--- config.mk ---
export PLATFORM = sky130hd
export DESIGN_NAME = uart_tx_cfg_flat
export DESIGN_NICKNAME = d
export VERILOG_FILES = /design/src/rtl/uart_tx_cfg_if.sv /design/src/rtl/uart_tx_cfg.sv /design/src/flat_wrapper.sv
export SDC_FILE = /design/constraint.sdc
export NUM_CORES = 1
export LEC_CHECK = 0
export CORE_MARGIN = 5
export CORE_UTILIZATION = 61
export CTS_CLUSTER_SIZE = 24
export DETAILED_ROUTE_END_ITERATION = 8
export PLACE_DENSITY_LB_ADDON = 0.2
export SYNTH_ARGS = -nofsm -noshare
export SYNTH_HDL_FRONTEND = slang
export SYNTH_SLANG_ARGS = --single-unit
--- constraint.sdc ---
create_clock -name clk -period 3.9 [get_ports clk]
set_input_delay 0.78 -clock clk [delete_from_list [all_inputs] [get_ports clk]]
set_output_delay 0.78 -clock clk [all_outputs]
set_load 0.005 [all_outputs]
--- src/rtl/uart_tx_cfg_if.sv ---
// Frame-request bus of the configurable UART transmitter: payload, per-frame
// line configuration and the valid/ready handshake.
interface uart_tx_cfg_if #(
    parameter int DATA_W = 8,
    parameter int DIV_W  = 16
) ();
    logic [DIV_W-1:0]  baud_div;
    logic [3:0]        data_len;
    logic [1:0]        parity_mode;
    logic              stop2;
    logic [DATA_W-1:0] tx_data;
    logic              tx_valid;
    logic              tx_ready;

    modport master (
        output baud_div, data_len, parity_mode, stop2, tx_data, tx_valid,
        input  tx_ready
    );

    modport slave (
        input  baud_div, data_len, parity_mode, stop2, tx_data, tx_valid,
        output tx_ready
    );
endinterface

--- src/rtl/uart_tx_cfg.sv ---
// Run-time configurable UART transmitter (5..DATA_W data bits, none/even/odd
// parity, 1/2 stop bits) with a zero-gap valid/ready frame handshake.
module uart_tx_cfg #(
    parameter int DATA_W = 8,
    parameter int DIV_W  = 16
) (
    input  logic         clk,
    input  logic         rst,
    uart_tx_cfg_if.slave tx_if,
    output logic         rs232_Tx,
    output logic         tx_done,
    output logic         busy
);
    localparam int IDX_W = $clog2(DATA_W + 1);

    typedef enum logic [2:0] {
        IDLE   = 3'd0,
        START  = 3'd1,
        DATA   = 3'd2,
        PARITY = 3'd3,
        STOP   = 3'd4
    } state_t;

    function automatic logic calc_parity(input logic [DATA_W-1:0] d, input logic odd);
        calc_parity = (^d) ^ odd;
    endfunction

    state_t            state_r;
    logic [DIV_W-1:0]  cnt_r;
    logic [IDX_W-1:0]  idx_r;
    logic [DATA_W-1:0] shift_r;
    logic              line_r;
    logic              done_r;
    logic              busy_r;

    logic [DIV_W-1:0]  div_r;
    logic [IDX_W-1:0]  last_idx_r;
    logic              par_en_r;
    logic              par_bit_r;
    logic              stop2_r;

    logic [IDX_W-1:0]  len_s;
    logic [DATA_W-1:0] masked_s;
    logic [IDX_W-1:0]  stop_last_s;
    logic              bit_end_s;
    logic              almost_end_s;
    logic              div_zero_s;
    logic              last_stop_s;
    logic              ready_s;
    logic              accept_s;

    assign stop_last_s  = {{(IDX_W-1){1'b0}}, stop2_r};
    assign bit_end_s    = (cnt_r == div_r);
    assign almost_end_s = (cnt_r != div_r) && ((cnt_r + DIV_W'(1)) == div_r);
    assign div_zero_s   = (div_r == {DIV_W{1'b0}});
    assign last_stop_s  = (state_r == STOP) && bit_end_s && (idx_r == stop_last_s);
    assign ready_s      = !rst && ((state_r == IDLE) || last_stop_s);
    assign accept_s     = tx_if.tx_valid && ready_s;

    assign tx_if.tx_ready = ready_s;
    assign rs232_Tx       = line_r;
    assign tx_done        = done_r;
    assign busy           = busy_r;

    // Clamp the requested length and drop payload bits that will not be sent.
    always_comb begin
        len_s    = IDX_W'(DATA_W);
        masked_s = {DATA_W{1'b0}};
        if ((tx_if.data_len >= 4'd5) && (tx_if.data_len <= 4'(DATA_W))) begin
            len_s = IDX_W'(tx_if.data_len);
        end else begin
            len_s = IDX_W'(DATA_W);
        end
        for (int i = 0; i < DATA_W; i++) begin
            masked_s[i] = tx_if.tx_data[i] & (i < int'(len_s));
        end
    end

    // Per-frame configuration, frozen at the accepting edge.
    always_ff @(posedge clk) begin
        if (rst) begin
            div_r      <= {DIV_W{1'b0}};
            last_idx_r <= {IDX_W{1'b0}};
            par_en_r   <= 1'b0;
            par_bit_r  <= 1'b0;
            stop2_r    <= 1'b0;
        end else if (accept_s) begin
            div_r      <= tx_if.baud_div;
            last_idx_r <= len_s - IDX_W'(1);
            par_en_r   <= (tx_if.parity_mode == 2'b01) || (tx_if.parity_mode == 2'b10);
            par_bit_r  <= calc_parity(masked_s, tx_if.parity_mode == 2'b10);
            stop2_r    <= tx_if.stop2;
        end else begin
            div_r      <= div_r;
            last_idx_r <= last_idx_r;
            par_en_r   <= par_en_r;
            par_bit_r  <= par_bit_r;
            stop2_r    <= stop2_r;
        end
    end

    // Frame sequencer; line, busy and tx_done are registered, so tx_done is
    // raised on the edge that enters the last cycle of the final stop bit.
    always_ff @(posedge clk) begin
        if (rst) begin
            state_r <= IDLE;
            cnt_r   <= {DIV_W{1'b0}};
            idx_r   <= {IDX_W{1'b0}};
            shift_r <= {DATA_W{1'b0}};
            line_r  <= 1'b1;
            done_r  <= 1'b0;
            busy_r  <= 1'b0;
        end else begin
            done_r <= 1'b0;
            case (state_r)
                IDLE: begin
                    if (accept_s) begin
                        state_r <= START;
                        cnt_r   <= {DIV_W{1'b0}};
                        idx_r   <= {IDX_W{1'b0}};
                        shift_r <= masked_s;
                        line_r  <= 1'b0;
                        busy_r  <= 1'b1;
                    end else begin
                        line_r  <= 1'b1;
                        busy_r  <= 1'b0;
                    end
                end
                START: begin
                    if (bit_end_s) begin
                        state_r <= DATA;
                        cnt_r   <= {DIV_W{1'b0}};
                        idx_r   <= {IDX_W{1'b0}};
                        line_r  <= shift_r[0];
                        shift_r <= shift_r >> 1;
                    end else begin
                        cnt_r   <= cnt_r + DIV_W'(1);
                    end
                end
                DATA: begin
                    if (bit_end_s) begin
                        cnt_r <= {DIV_W{1'b0}};
                        if (idx_r == last_idx_r) begin
                            idx_r <= {IDX_W{1'b0}};
                            if (par_en_r) begin
                                state_r <= PARITY;
                                line_r  <= par_bit_r;
                            end else begin
                                state_r <= STOP;
                                line_r  <= 1'b1;
                                done_r  <= !stop2_r && div_zero_s;
                            end
                        end else begin
                            idx_r   <= idx_r + IDX_W'(1);
                            line_r  <= shift_r[0];
                            shift_r <= shift_r >> 1;
                        end
                    end else begin
                        cnt_r <= cnt_r + DIV_W'(1);
                    end
                end
                PARITY: begin
                    if (bit_end_s) begin
                        state_r <= STOP;
                        cnt_r   <= {DIV_W{1'b0}};
                        idx_r   <= {IDX_W{1'b0}};
                        line_r  <= 1'b1;
                        done_r  <= !stop2_r && div_zero_s;
                    end else begin
                        cnt_r   <= cnt_r + DIV_W'(1);
                    end
                end
                STOP: begin
                    if (bit_end_s) begin
                        cnt_r <= {DIV_W{1'b0}};
                        if (idx_r == stop_last_s) begin
                            idx_r <= {IDX_W{1'b0}};
                            if (accept_s) begin
                                // Zero-gap hand-over straight into the next start bit.
                                state_r <= START;
                                shift_r <= masked_s;
                                line_r  <= 1'b0;
                                busy_r  <= 1'b1;
                            end else begin
                                state_r <= IDLE;
                                line_r  <= 1'b1;
                                busy_r  <= 1'b0;
                            end
                        end else begin
                            idx_r  <= idx_r + IDX_W'(1);
                            done_r <= div_zero_s;
                        end
                    end else begin
                        cnt_r  <= cnt_r + DIV_W'(1);
                        done_r <= (idx_r == stop_last_s) && almost_end_s;
                    end
                end
                default: begin
                    state_r <= IDLE;
                    cnt_r   <= {DIV_W{1'b0}};
                    idx_r   <= {IDX_W{1'b0}};
                    line_r  <= 1'b1;
                    busy_r  <= 1'b0;
                end
            endcase
        end
    end
endmodule
--- src/flat_wrapper.sv ---
// flat-port wrapper written by rule: the top's interface ports become plain ports
module uart_tx_cfg_flat 
#(
    parameter int DATA_W = 8,
    parameter int DIV_W  = 16
)
  (clk, rst, rs232_Tx, tx_done, busy, tx_if_baud_div, tx_if_data_len, tx_if_parity_mode, tx_if_stop2, tx_if_tx_data, tx_if_tx_valid, tx_if_tx_ready);
  uart_tx_cfg_if #(.DATA_W(DATA_W), .DIV_W(DIV_W)) tx_if_i ();
  input  logic clk;
  input  logic rst;
  output logic rs232_Tx;
  output logic tx_done;
  output logic busy;
  input wire logic [$bits(tx_if_i.baud_div)-1:0] tx_if_baud_div;
  input wire logic [$bits(tx_if_i.data_len)-1:0] tx_if_data_len;
  input wire logic [$bits(tx_if_i.parity_mode)-1:0] tx_if_parity_mode;
  input wire logic [$bits(tx_if_i.stop2)-1:0] tx_if_stop2;
  input wire logic [$bits(tx_if_i.tx_data)-1:0] tx_if_tx_data;
  input wire logic [$bits(tx_if_i.tx_valid)-1:0] tx_if_tx_valid;
  output wire logic [$bits(tx_if_i.tx_ready)-1:0] tx_if_tx_ready;
  assign tx_if_i.baud_div = tx_if_baud_div;
  assign tx_if_i.data_len = tx_if_data_len;
  assign tx_if_i.parity_mode = tx_if_parity_mode;
  assign tx_if_i.stop2 = tx_if_stop2;
  assign tx_if_i.tx_data = tx_if_tx_data;
  assign tx_if_i.tx_valid = tx_if_tx_valid;
  assign tx_if_tx_ready = tx_if_i.tx_ready;
  uart_tx_cfg #(.DATA_W(DATA_W), .DIV_W(DIV_W)) u_core (.clk(clk), .rst(rst), .tx_if(tx_if_i), .rs232_Tx(rs232_Tx), .tx_done(tx_done), .busy(busy));
endmodule
# ---- Yosys cells after proc, flatten, opt, wreduce, memory -nomap -nowiden
# Cells that the tools add are included.
dict set report op_classes {
  order_cmp 10
  addsub 3
  reduce_logical 24
  bitwise 10
  n_eq_ne 20
  n_mux 48
}
# op count
set ops {}
lappend ops {{8-bit two-way mux} 6}
lappend ops {{16-bit == test} 2}
lappend ops {{16-bit two-way mux} 2}
lappend ops {{16-bit case mux with 2 select lines} 1}
lappend ops {{8-bit case mux with 4 select lines} 1}
lappend ops {{4-bit two-way mux} 7}
lappend ops {{3-bit two-way mux} 8}
lappend ops {{1-bit two-way mux} 18}
lappend ops {{16-bit by 1-bit adder with 16-bit output (second input constant)} 1}
lappend ops {{16-bit logical NOT} 1}
lappend ops {{3-bit by 4-bit < comparator with 1-bit output (first input constant)} 4}
lappend ops {{16-bit != test} 1}
lappend ops {{4-bit case mux with 4 select lines} 1}
lappend ops {{3-bit case mux with 5 select lines} 1}
lappend ops {{2-bit by 1-bit != test with 1-bit output (second input constant)} 7}
lappend ops {{1-bit bitwise AND} 8}
lappend ops {{1-bit logical AND} 8}
lappend ops {{1-bit by 4-bit < comparator with 1-bit output (first input constant)} 2}
lappend ops {{2-bit by 4-bit < comparator with 1-bit output (first input constant)} 2}
lappend ops {{8-bit parity} 1}
lappend ops {{7-bit AND reduction} 1}
lappend ops {{3-bit by 2-bit == test with 1-bit output (second input constant)} 2}
lappend ops {{1-bit case mux with 3 select lines} 2}
lappend ops {{6-bit AND reduction} 1}
lappend ops {{24 further kinds} 27}
dict set report totals {
  ff_bits 57
  elab_cells 127
  input_bits 34
  out_inout_bits 4
}

# ---- Logic depth before layout (Yosys ltp)
# Gate-level depths: netlist of run 1.
dict set report depth {
  ltp_word 10
  mapped_depth 10
  ltp_nobuf 9
}

# ---- Worst setup path before layout of run 1
# OpenSTA, ideal clock, no wires.
dict set report synth_path {
  kind {input to register}
  from {input port tx_if_tx_valid}
  to {register u_core.shift_r[7]}
  required_time_ns 3.829
  setup_slack_ns 1.694
  arrival_ns 2.135
  setup_time_ns 0.071
  n_path_buf 0
  stages 6
  cell_sequence {nor2b_1 nor2_1 o32ai_1 o31ai_1 or4_1 a21oi_1}
}
dict set report synth_via {
  elab_chain_len 5
}
# element line_no
set synth_rtl {}
lappend synth_rtl {{start: declaration} flat_wrapper.sv:19} ;# input wire logic [$bits(tx_if_i.tx_valid)-1:0] tx_if_tx_valid;
lappend synth_rtl {{1-bit logical AND *} uart_tx_cfg.sv:58} ;# assign accept_s = tx_if.tx_valid && ready_s;
lappend synth_rtl {{8-bit two-way mux *} n/a}
lappend synth_rtl {{8-bit two-way mux (2 in a row)} n/a}
lappend synth_rtl {{8-bit case mux with 4 select lines *} n/a}
lappend synth_rtl {{end signal: assignment} uart_tx_cfg.sv:109} ;# shift_r <= {DATA_W{1'b0}};
lappend synth_rtl {{end signal: assignment} uart_tx_cfg.sv:121} ;# shift_r <= masked_s;
lappend synth_rtl {{end signal: assignment} uart_tx_cfg.sv:135} ;# shift_r <= shift_r >> 1;
lappend synth_rtl {{end: declaration} uart_tx_cfg.sv:31} ;# logic [DATA_W-1:0] shift_r;
# Every way passes the cells marked *; elsewhere a longest branch is shown, timed or not. The select of a mux whose other input is x is not followed.
# A chain may end at the register's enable or synchronous reset.

# ---- Final worst setup path of run 1
dict set report layout_path {
  from {register u_core.cnt_r[0]}
  to {output port tx_if_tx_ready}
}
dict set report layout_via {
  elab_chain_len 5
}
# element line_no
set layout_rtl {}
lappend layout_rtl {{start: declaration} uart_tx_cfg.sv:29} ;# logic [DIV_W-1:0] cnt_r;
lappend layout_rtl {{start signal: assignment} uart_tx_cfg.sv:107} ;# cnt_r <= {DIV_W{1'b0}};
lappend layout_rtl {{start signal: assignment} uart_tx_cfg.sv:119} ;# cnt_r <= {DIV_W{1'b0}};
lappend layout_rtl {{start signal: assignment} uart_tx_cfg.sv:132} ;# cnt_r <= {DIV_W{1'b0}};
lappend layout_rtl {{16-bit == test} uart_tx_cfg.sv:53} ;# assign bit_end_s = (cnt_r == div_r);
lappend layout_rtl {{1-bit logical AND (2 in a row)} uart_tx_cfg.sv:56} ;# assign last_stop_s = (state_r == STOP) && bit_end_s && (idx_r == stop_last_s);
lappend layout_rtl {{1-bit logical OR} uart_tx_cfg.sv:57} ;# assign ready_s = !rst && ((state_r == IDLE) || last_stop_s);
lappend layout_rtl {{1-bit logical AND} uart_tx_cfg.sv:57}
lappend layout_rtl {{end: declaration} flat_wrapper.sv:20} ;# output wire logic [$bits(tx_if_i.tx_ready)-1:0] tx_if_tx_ready;
# Every way passes these cells.

==> impl_results.md, run 1 <==
* Outcome: completed
* Die area at 7287 sq um
* Slew Limit Fails at 0
* Routed WL at 7.918 mm
* Slew headroom at 32.12%
* Ports at 38
* FFs w/ async S/R, synth at 0%
* Hold slack at 0.5194 ns
* Vias at 3,001
* GR Util All Layers at 22.41%
* Clock-pin slew on the worst setup and hold paths at 0.07 ns
* RSZ-0062 raised after global routing: no
* Final setup fails at 0
* Worst-skew pair later-pin latency at 0.34 ns
* Worst hold path class: reg -> reg
* Fin area at 4056 sq um
* Starting Density at 62.92%
* First-pass GRT wire length at 13.15 mm
* Syn Nets at 461
* Root Buffer: clkbuf_8
* Worst slew pin tran at 1.018 ns
* Antenna violations before repair at 0
* Area leader, netlist: dfxtp_1
* Crit path capture: tx_if_tx_ready
* Initial DRC count at 221
* Setup CP Type: reg -> out
* Dominant cells by area after synthesis: dfxtp_1, xnor2_1, xor2_1
* CTS Sinks at 57
* Yosys top cell area share at 32.94%
* Area growth, synth to finish at 17.08%
* Sum Neg Setup Slack at 0 ns
* Max cap viols at 0
* CTS tree: built
* Vias in the first global route at 2,831
* Most frequent cells after synthesis: dfxtp_1, nor2_1, xnor2_1
* Peak VDD IR at 0.0003021 V
* Setup bufs post-CTS at 0
* Drc violations at 0
* Synthesis Warnings at 0
* Reg-to-Reg End: u_core.cnt_r[14]
* Die Y at 85.37 um
* Synth Cell Area at 3465 sq um
* Synth cell types at 61
* Pre-Repair DR Iteration Count at 4
* Minimum clock period at 3.283 ns
* Sequential share of the synthesized area at 32.94%
* Remaining antenna violation count at 0
* Dpl hpwl at 5.547 mm
* Post-synth EDFFs at 0
* CP Data Arrival Time at 2.50 ns
* GRT overflow at 0
* GP Congestion at 0.9709
* Critical Path End Type: output port
* Top FF cell, synth: dfxtp_1
* CTS Hold Bufs at 0
* Peak Freq at 0.3046 GHz
* H-Tree Depth at 3
* Share of layout cells above drive strength 1 at 7.317%
* Length in cells of the worst reg-to-reg path at 7
* RR Startpoint: u_core.cnt_r[0]
* CTS Buffer Depth at 2
* Syn avg cell area at 8.249 sq um
* CP max FO at 7
* Cells after synthesis at 420
* Most frequent cell after synthesis: dfxtp_1
* Pin count of the biggest net entering global routing at 43
* Leak at 1.585 nW
* CP startpoint kind: register
* DR WL/cell at 15.14 um
* Chip Width at 85.37 um
* Post-DP Area at 3827 sq um
* Worst Skew at 0.007546 ns
* CP required at 3.12 ns
* #FFs+latches synth at 57
* # diodes at 0
* Hold violation count in the final report at 0
* Flop-to-flop setup slack at 1.13 ns
* Std cell rows at 27
* Port buffer count at 37
* Core area at 5507 sq um
* Hold Crit Start: u_core.par_bit_r
* Post-CTS Resized at 0
* Fin nets at 487
* Part of the cycle the worst path needs at 84.19%
* CP startpoint: u_core.cnt_r[0]
* CTS Buf Count at 9
* Pwr Density at 516.1 nW/um^2
* Total power at 2.094 mW
* Vias per cell at 5.738
[power breakdown]
part           leakage (nW)  total [mW]  switching, mW  internal, mW
Clock                 0.115       0.641          0.249         0.392
Sequential            0.466       0.777          0.101         0.675
Combinational          1.00       0.676          0.371         0.305
Total                  1.58        2.09          0.722          1.37
[logic make-up after synthesis]
kind of cell	Yosys count	synth area share, %
simple gates	154	25.10
compound gates	83	15.57
xor+xnor	57	14.41
flops	57	32.94
buf+inv	51	6.284
mux	11	3.178
fa+ha+maj	7	2.528
[sequential cells by signal (all words and copies together), names as in the netlist, 3 cells and up]
register,cells
u_core.cnt_r,16
u_core.div_r,16
u_core.idx_r,4
u_core.last_idx_r,4
u_core.shift_r,8
u_core.state_r,3
[how the worst min path moves through the flow]
stage               depth (start not counted)                 to  slack (ns)
global route                                2  u_core.shift_r[7]        0.54
detailed placement                          2  u_core.shift_r[7]        0.51
finish                                      2   u_core.par_bit_r        0.52
floorplan                                   2  u_core.shift_r[7]        0.45
CTS                                         2   u_core.par_bit_r        0.52
global placement                            2   u_core.par_bit_r        0.48
[layer usage]
metal,track usage (%),wire (um),vias up
met1,30.67,3708,1372
met3,4.757,555,11
met4,7.914,115,0
li1,-,-,1519
met5,0,0,-
met2,34.75,3538,99
[cell type report]
| class | count | area (sq um) |
|---|---|---|
| clock buffer | 11 | 151.4 |
| timing repair buffer | 40 | 392.9 |
| multi-input combinational | 312 | 2106 |
| sequential | 57 | 1141 |
| tap | 72 | 90.09 |
| fill | 435 | 1450 |
| inverter | 26 | 97.59 |
| clock inverter | 5 | 77.57 |
[worst max-delay path: stages (launching register included)]
cell             delay [ns]
dfxtp_1                0.49
xor2_1                 0.16
nor4_1                 0.44
and2_2                 0.24
nand3_2                0.13
a21oi_1                0.18
clkdlybuf4s50_1        0.51
[placed cells by master, fill, tap and decap left out, drive strengths merged, types with 7 or more instances in the layout]
master         count
nor2              43
clkdlybuf4s50     37
nand4              8
nor3              10
xor2              27
nor4               8
inv               26
nand2             26
clkbuf            11
ha                 7
nand3b            20
xnor2             30
mux2i             11
dfxtp             57
o21ai             29
a21oi             22
nand3             11
[through the flow]
| step | setup slack (ns) | std cells | util, % |
|---|---|---|---|
| floorplan | 1.694 | 420 | - |
| global placement | 0.8652 | 507 | 69.51 |
| detailed placement | 0.7849 | 507 | 69.51 |
| CTS | 0.6109 | 523 | 73.67 |
| global route | 0.4885 | 523 | 73.67 |
| finish | 0.6167 | 523 | 73.67 |
No activity file was read; power rests on OpenSTA's default activity.
==> run 2, diff against run 1 <==
CORE_UTILIZATION = 57   (was 61)
clock period = 3.03 ns   (was 3.9 ns; I/O delays follow)
==> run 2 against run 1 <==
Against the previous run:
- power increased by 27%
- worst setup slack got worse by 0.50 ns
- via count increased by 1.4%
- flip-flop and latch count unchanged
- critical endpoint unchanged
- die area increased by 6.2%
==> impl_results.md, run 2 (same netlist as run 1, synthesis figures left out) <==
* Hold path endpoint: u_core.par_bit_r
* Fin nets at 491 (+0.82%)
* Worst slew pin tran at 1.137 ns (+0.1186 ns)
* # diodes at 0 (unchanged)
* Commonest non-fill, non-tap cell in the layout: dfxtp_1
* RR Startpoint: u_core.cnt_r[0]
* Hold violation count in the final report at 0 (unchanged)
* Leak at 1.598 nW (+0.85%)
* CP required at 2.42 ns (-0.70 ns)
* Worst Skew at 0.009040 ns (+0.001494 ns)
* CTS tree: built
* Starting Density at 58.52% (-4.4 points)
* Dpl hpwl at 5.635 mm (+1.6%)
* Root Buffer: clkbuf_8
* Most frequent cells in the layout: dfxtp_1, nor2_1, clkdlybuf4s50_1, xnor2_1, o21ai_0
* Clock-pin slew on the worst setup and hold paths at 0.07 ns (about the same)
* GP Congestion at 0.9076 (-6.5%)
* Outcome: completed
* Flop-to-flop setup slack at 0.54 ns (-0.59 ns)
* RSZ-0062 raised after global routing: no
* GR Util All Layers at 21.46% (-0.95 points)
* Hold Crit Start: u_core.par_bit_r
* Std cell rows at 28 (+3.7%)
* Antenna violations before repair at 0 (unchanged)
* Die area at 7737 sq um (+6.2%)
* CTS Buffer Depth at 2 (unchanged)
* DR WL/cell at 14.92 um (-1.4%)
* First-pass GRT wire length at 12.90 mm (-1.9%)
* Total power at 2.658 mW (+27%)
* Sum Neg Setup Slack at 0 ns (unchanged)
* Met2 Track Usage GR at 30.75% (-4.0 points)
* Worst hold path class: reg -> reg
* Vias in the first global route at 2,720 (-3.9%)
* Pwr Density at 649.9 nW/um^2 (+26%)
* Slew Limit Fails at 0 (unchanged)
* Hold Crit Depth at 2 (unchanged)
* Peak Freq at 0.3430 GHz
* Setup CP Type: reg -> out
* Slew headroom at 23.52% (-8.6 points)
* H-Tree Depth at 3 (unchanged)
* Max cap viols at 0 (unchanged)
* Drc violations at 0 (unchanged)
* Final setup fails at 0 (unchanged)
* CTS Sinks at 57 (unchanged)
* Peak VDD IR at 0.0003911 V (+29%)
* Ports at 38 (unchanged)
* Vias at 3,043 (+1.4%)
* Met1 GRT Util at 30.48% (-0.19 points)
* Area growth, synth to finish at 18.02%
* Top Registers: u_core.cnt_r (16), u_core.div_r (16), u_core.shift_r (8)
* Post-Layout Cell Count at 528 (+0.96%)
* Pin count of the biggest net entering global routing at 42 (-2.3%)
* Reg-to-Reg End: u_core.tx_done
* GRT overflow at 0 (unchanged)
* CP Data Arrival Time at 2.31 ns (-0.19 ns)
* Worst-skew pair later-pin latency at 0.34 ns (about the same)
* Chip Width at 87.96 um (+3.0%)
* Core area at 5921 sq um (+7.5%)
* Hold slack at 0.5042 ns (-0.01520 ns)
* Vias per cell at 5.763 (+0.44%)
* Pre-Repair DR Iteration Count at 4 (unchanged)
* Die Y at 87.96 um (+3.0%)
* M3 GR Usage at 5.833% (+1.1 points)
* Length in cells of the worst reg-to-reg path at 7 (unchanged)
* CP max FO at 6 (-1)
* CP startpoint kind: register
* Port buffer count at 37 (unchanged)
* Dpl cells at 513 (+1.2%)
* Routed WL at 7.880 mm (-0.48%)
* CTS Buf Count at 9 (unchanged)
* GRT busiest layer: met2
* Initial DRC count at 189 (-14%)
* Share of layout cells above drive strength 1 at 9.272% (+2.0 points)
* Critical Path End Type: output port
* Remaining antenna violation count at 0 (unchanged)
* Part of the cycle the worst path needs at 96.22%
* Post-layout util at 69.06% (-4.6 points)
* Minimum clock period at 2.915 ns
[run 2: cell types whose count changed in the layout (fill, tap and decap cells not counted), moves of 2 or more]
cell	delta
dfxtp_1	-5
dfxtp_2	+5
buf_4	+4
clkbuf_8	-2
[run 2: layout make-up]
type	instances	area [sq um]
Multi-Input combinational cell	312	2130
Fill cell	506	1832
Sequential cell	57	1147
Timing Repair Buffer	44	422.9
Clock buffer	10	127.6
Inverter	26	97.59
Tap cell	75	93.84
Clock inverter	4	70.07
[run 2: worst max-delay path by stage]
stage,from,to,slack [ns],cells past startpoint
5_1_grt,u_core.cnt_r[7],tx_if_tx_ready,0.01,6
2_1_floorplan,u_core.cnt_r[0],u_core.tx_done,0.91,7
3_3_place_gp,tx_if_tx_valid,u_core.cnt_r[13],0.32,7
4_1_cts,u_core.cnt_r[10],tx_if_tx_ready,0.03,6
3_5_place_dp,tx_if_tx_valid,u_core.shift_r[7],0.24,7
6_report,u_core.cnt_r[7],tx_if_tx_ready,0.11,6
[run 2: power breakdown]
group	leakage (nW)	switching [mW]	internal [mW]	total (mW)
registers	0.468	0.130	0.871	1.00
logic	1.03	0.493	0.414	0.906
clock network	0.102	0.299	0.451	0.750
[run 2: repair_timing]
item,4_1_cts,5_1_grt
setup buffers,0,1
gates resized for setup,1,8
pin swaps,0,1
hold buffers,0,0
endpoints found under the hold margin,0,0
setup endpoints to repair,1,1
cloned,0,0
[run 2: stage by stage]
step	cell area (sq um)	setup WS, ns
2_1_floorplan	3465	0.9072
3_3_place_gp	3854	0.3218
3_5_place_dp	3854	0.2392
4_1_cts	4053	0.02804
5_1_grt	4089	0.009964
6_report	4089	0.1145
[run 2: critical path, stage by stage (launching register included)]
cell and delay (ns):
dfxtp_2 0.36, xor2_1 0.20, nor4_2 0.31, and4bb_1 0.31, nand3_4 0.12, a21oi_2 0.16, clkdlybuf4s50_1 0.51
[run 2: metal layers]
metal | wire length (um) | vias up
li1 | - | 1529
met1 | 3774 | 1383
met5 | 0 | -
met3 | 632 | 20
met2 | 3313 | 111
met4 | 160 | 0
==> run 3, diff against run 2 <==
SETUP_SLACK_MARGIN = 0.5   (was not set)
==> run 3 against run 2 <==
Against the previous run:
- non-clock buffer count increased by 24
- first-iteration DRC count increased by 110%
- clock skew increased by 0.0027 ns
- wire length increased by 30%
- largest power group is now combinational logic
- flip-flop and latch count unchanged
- via count increased by 15%
- worst setup slack improved by 0.053 ns
- combinational power increased by 42%
- power increased by 16%
- hold slack improved by 0.012 ns
- die area unchanged
- critical path depth increased by 8
==> impl_results.md, run 3 (same netlist as run 1, synthesis figures left out) <==
* Reg-to-Reg End: u_core.shift_r[7]
* CP max FO at 4 (-2)
* CTS Buf Count at 9 (unchanged)
* Pin count of the biggest net entering global routing at 42 (unchanged)
* Routed WL at 10.21 mm (+30%)
* Remaining antenna violation count at 0 (unchanged)
* Met1 GRT Util at 31.95% (+1.5 points)
* Hold path endpoint: u_core.last_idx_r[2]
* CTS Hold Bufs at 0 (unchanged)
* Core area at 5921 sq um (unchanged)
* CP startpoint: u_core.div_r[10]
* Die area at 7737 sq um (unchanged)
* Met2 Track Usage GR at 32.95% (+2.2 points)
* Flop-to-flop setup slack at 0.17 ns (-0.37 ns)
* M3 GR Usage at 6.491% (+0.66 points)
* Leak at 1.804 nW (+13%)
* RR Startpoint: u_core.div_r[10]
* Post-DP Area at 3854 sq um (unchanged)
* CP startpoint kind: register
* Worst hold path class: reg -> reg
* GRT busiest layer: met2
* DR WL/cell at 18.50 um (+24%)
* CTS tree: built
* Post-Layout Cell Count at 552 (+4.5%)
* Initial DRC count at 390 (+110%)
* Sum Neg Setup Slack at 0 ns (unchanged)
* Drc violations at 0 (unchanged)
* Top Registers: u_core.cnt_r (16), u_core.div_r (16), u_core.shift_r (8)
* Std cell rows at 28 (unchanged)
* First-pass GRT wire length at 13.89 mm (+7.7%)
* Pwr Density at 674.5 nW/um^2 (+3.8%)
* Most frequent cells in the layout: dfxtp_1, nor2_1, clkdlybuf4s50_1, xnor2_1, o21ai_0
* Ports at 38 (unchanged)
* Setup CP Type: reg -> reg
* Vias at 3,486 (+15%)
* # diodes at 0 (unchanged)
* Starting Density at 58.52% (unchanged)
* Worst-skew pair later-pin latency at 0.35 ns (about the same)
* Peak Freq at 0.3494 GHz (+1.9%)
* Dpl hpwl at 5.635 mm (unchanged)
* Length in cells of the worst reg-to-reg path at 14 (+7)
* Share of layout cells above drive strength 1 at 18.24% (+9.0 points)
* Fin nets at 515 (+4.9%)
* CTS Buffer Depth at 2 (unchanged)
* CP required at 3.30 ns (+0.88 ns)
* Max cap viols at 0 (unchanged)
* Minimum clock period at 2.862 ns (-0.05310 ns)
* Worst slew pin tran at 1.213 ns (+0.07667 ns)
* Slew headroom at 18.36% (-5.2 points)
* Clock-pin slew on the worst setup and hold paths at 0.07 ns (about the same)
* Part of the cycle the worst path needs at 94.47% (-1.8 points)
* Hold slack at 0.5162 ns (+0.01202 ns)
* Total power at 3.070 mW (+16%)
* GP Congestion at 0.9076 (unchanged)
* Area growth, synth to finish at 31.38%
* H-Tree Depth at 3 (unchanged)
* Fin area at 4552 sq um (+11%)
* GR Util All Layers at 23.29% (+1.8 points)
* Worst Skew at 0.01179 ns (+0.002749 ns)
* Vias per cell at 6.315 (+9.6%)
* Outcome: completed
* Chip Width at 87.96 um (unchanged)
* RSZ-0062 raised after global routing: yes
* Hold violation count in the final report at 0 (unchanged)
* Port buffer count at 37 (unchanged)
* Dpl cells at 513 (unchanged)
* Commonest non-fill, non-tap cell in the layout: dfxtp_1
* Final setup fails at 0 (unchanged)
* CP Data Arrival Time at 3.13 ns (+0.82 ns)
* Vias in the first global route at 2,956 (+8.7%)
* CTS Sinks at 57 (unchanged)
* Antenna violations before repair at 0 (unchanged)
* GRT overflow at 0 (unchanged)
* Hold Crit Start: u_core.last_idx_r[2]
* Root Buffer: clkbuf_8
* Critical Path End Type: register
* Slew Limit Fails at 0 (unchanged)
* Peak VDD IR at 0.0004449 V (+14%)
* Die Y at 87.96 um (unchanged)
* Hold Crit Depth at 2 (unchanged)
* Pre-Repair DR Iteration Count at 7 (+3)
* Filler cells at 404 (-20%)
## run 3: cell count changes in the layout (fill, tap and decap cells not counted), moves of 4 or more
cell / change
buf_4: +13
xor2_1: -4
dfxtp_1: -7
buf_6: +10
xor2_4: +4
dfxtp_4: +7
## run 3: worst max path at each step
stage / end / slack (ns) / cells past startpoint
after detailed placement: u_core.shift_r[7] / 0.24 / 7
after global routing: u_core.shift_r[7] / 0.07 / 14
final: u_core.shift_r[7] / 0.17 / 14
after floorplan: u_core.tx_done / 0.91 / 7
after global placement: u_core.cnt_r[13] / 0.32 / 7
after CTS: u_core.shift_r[7] / 0.45 / 14
## run 3: timing repair
item,4_1_cts,5_1_grt
buffers inserted,14,10
gates cloned,0,1
resized for setup,35,32
pin swaps,10,22
setup endpoints to repair,1,35
## run 3: area by class of cell
class / instances / area (sq um) / area share (%)
inverter: 26 / 97.59 / 2.144
sequential: 57 / 1174 / 25.78
multi-input combinational: 312 / 2337 / 51.35
tap: 75 / 93.84 / 2.062
clock buffer: 10 / 127.6 / 2.804
timing repair buffer: 68 / 651.9 / 14.32
clock inverter: 4 / 70.07 / 1.539
## run 3: power breakdown
| group | internal (mW) | switching (mW) |
|---|---|---|
| Combinational | 0.629 | 0.661 |
| Sequential | 0.870 | 0.150 |
| Clock | 0.451 | 0.308 |
## run 3: routing by layer
layer | wire, um | vias up
met2 | 4464 | 248
met3 | 1068 | 73
met1 | 4078 | 1588
met5 | 0 | -
met4 | 598 | 0
li1 | - | 1577
## run 3: critical path, stage by stage, from the launching register on
cell and delay (ns):
dfxtp_4 0.38, xor2_4 0.21, nor4_4 0.35, buf_4 0.17
buf_6 0.08, buf_6 0.08, buf_6 0.08, buf_6 0.09
buf_6 0.08, buf_6 0.09, nand4bb_4 0.18, nor3_4 0.26
o31ai_2 0.11, or4_1 0.44, a21oi_1 0.18
## run 3: per-stage QoR
step / utilization (%) / worst slack [ns]
after floorplan: - / 0.9072
after global placement: 65.09 / 0.3218
after detailed placement: 65.09 / 0.2392
after CTS: 72.84 / 0.4522
after global routing: 76.88 / 0.06927
final: 76.88 / 0.1676
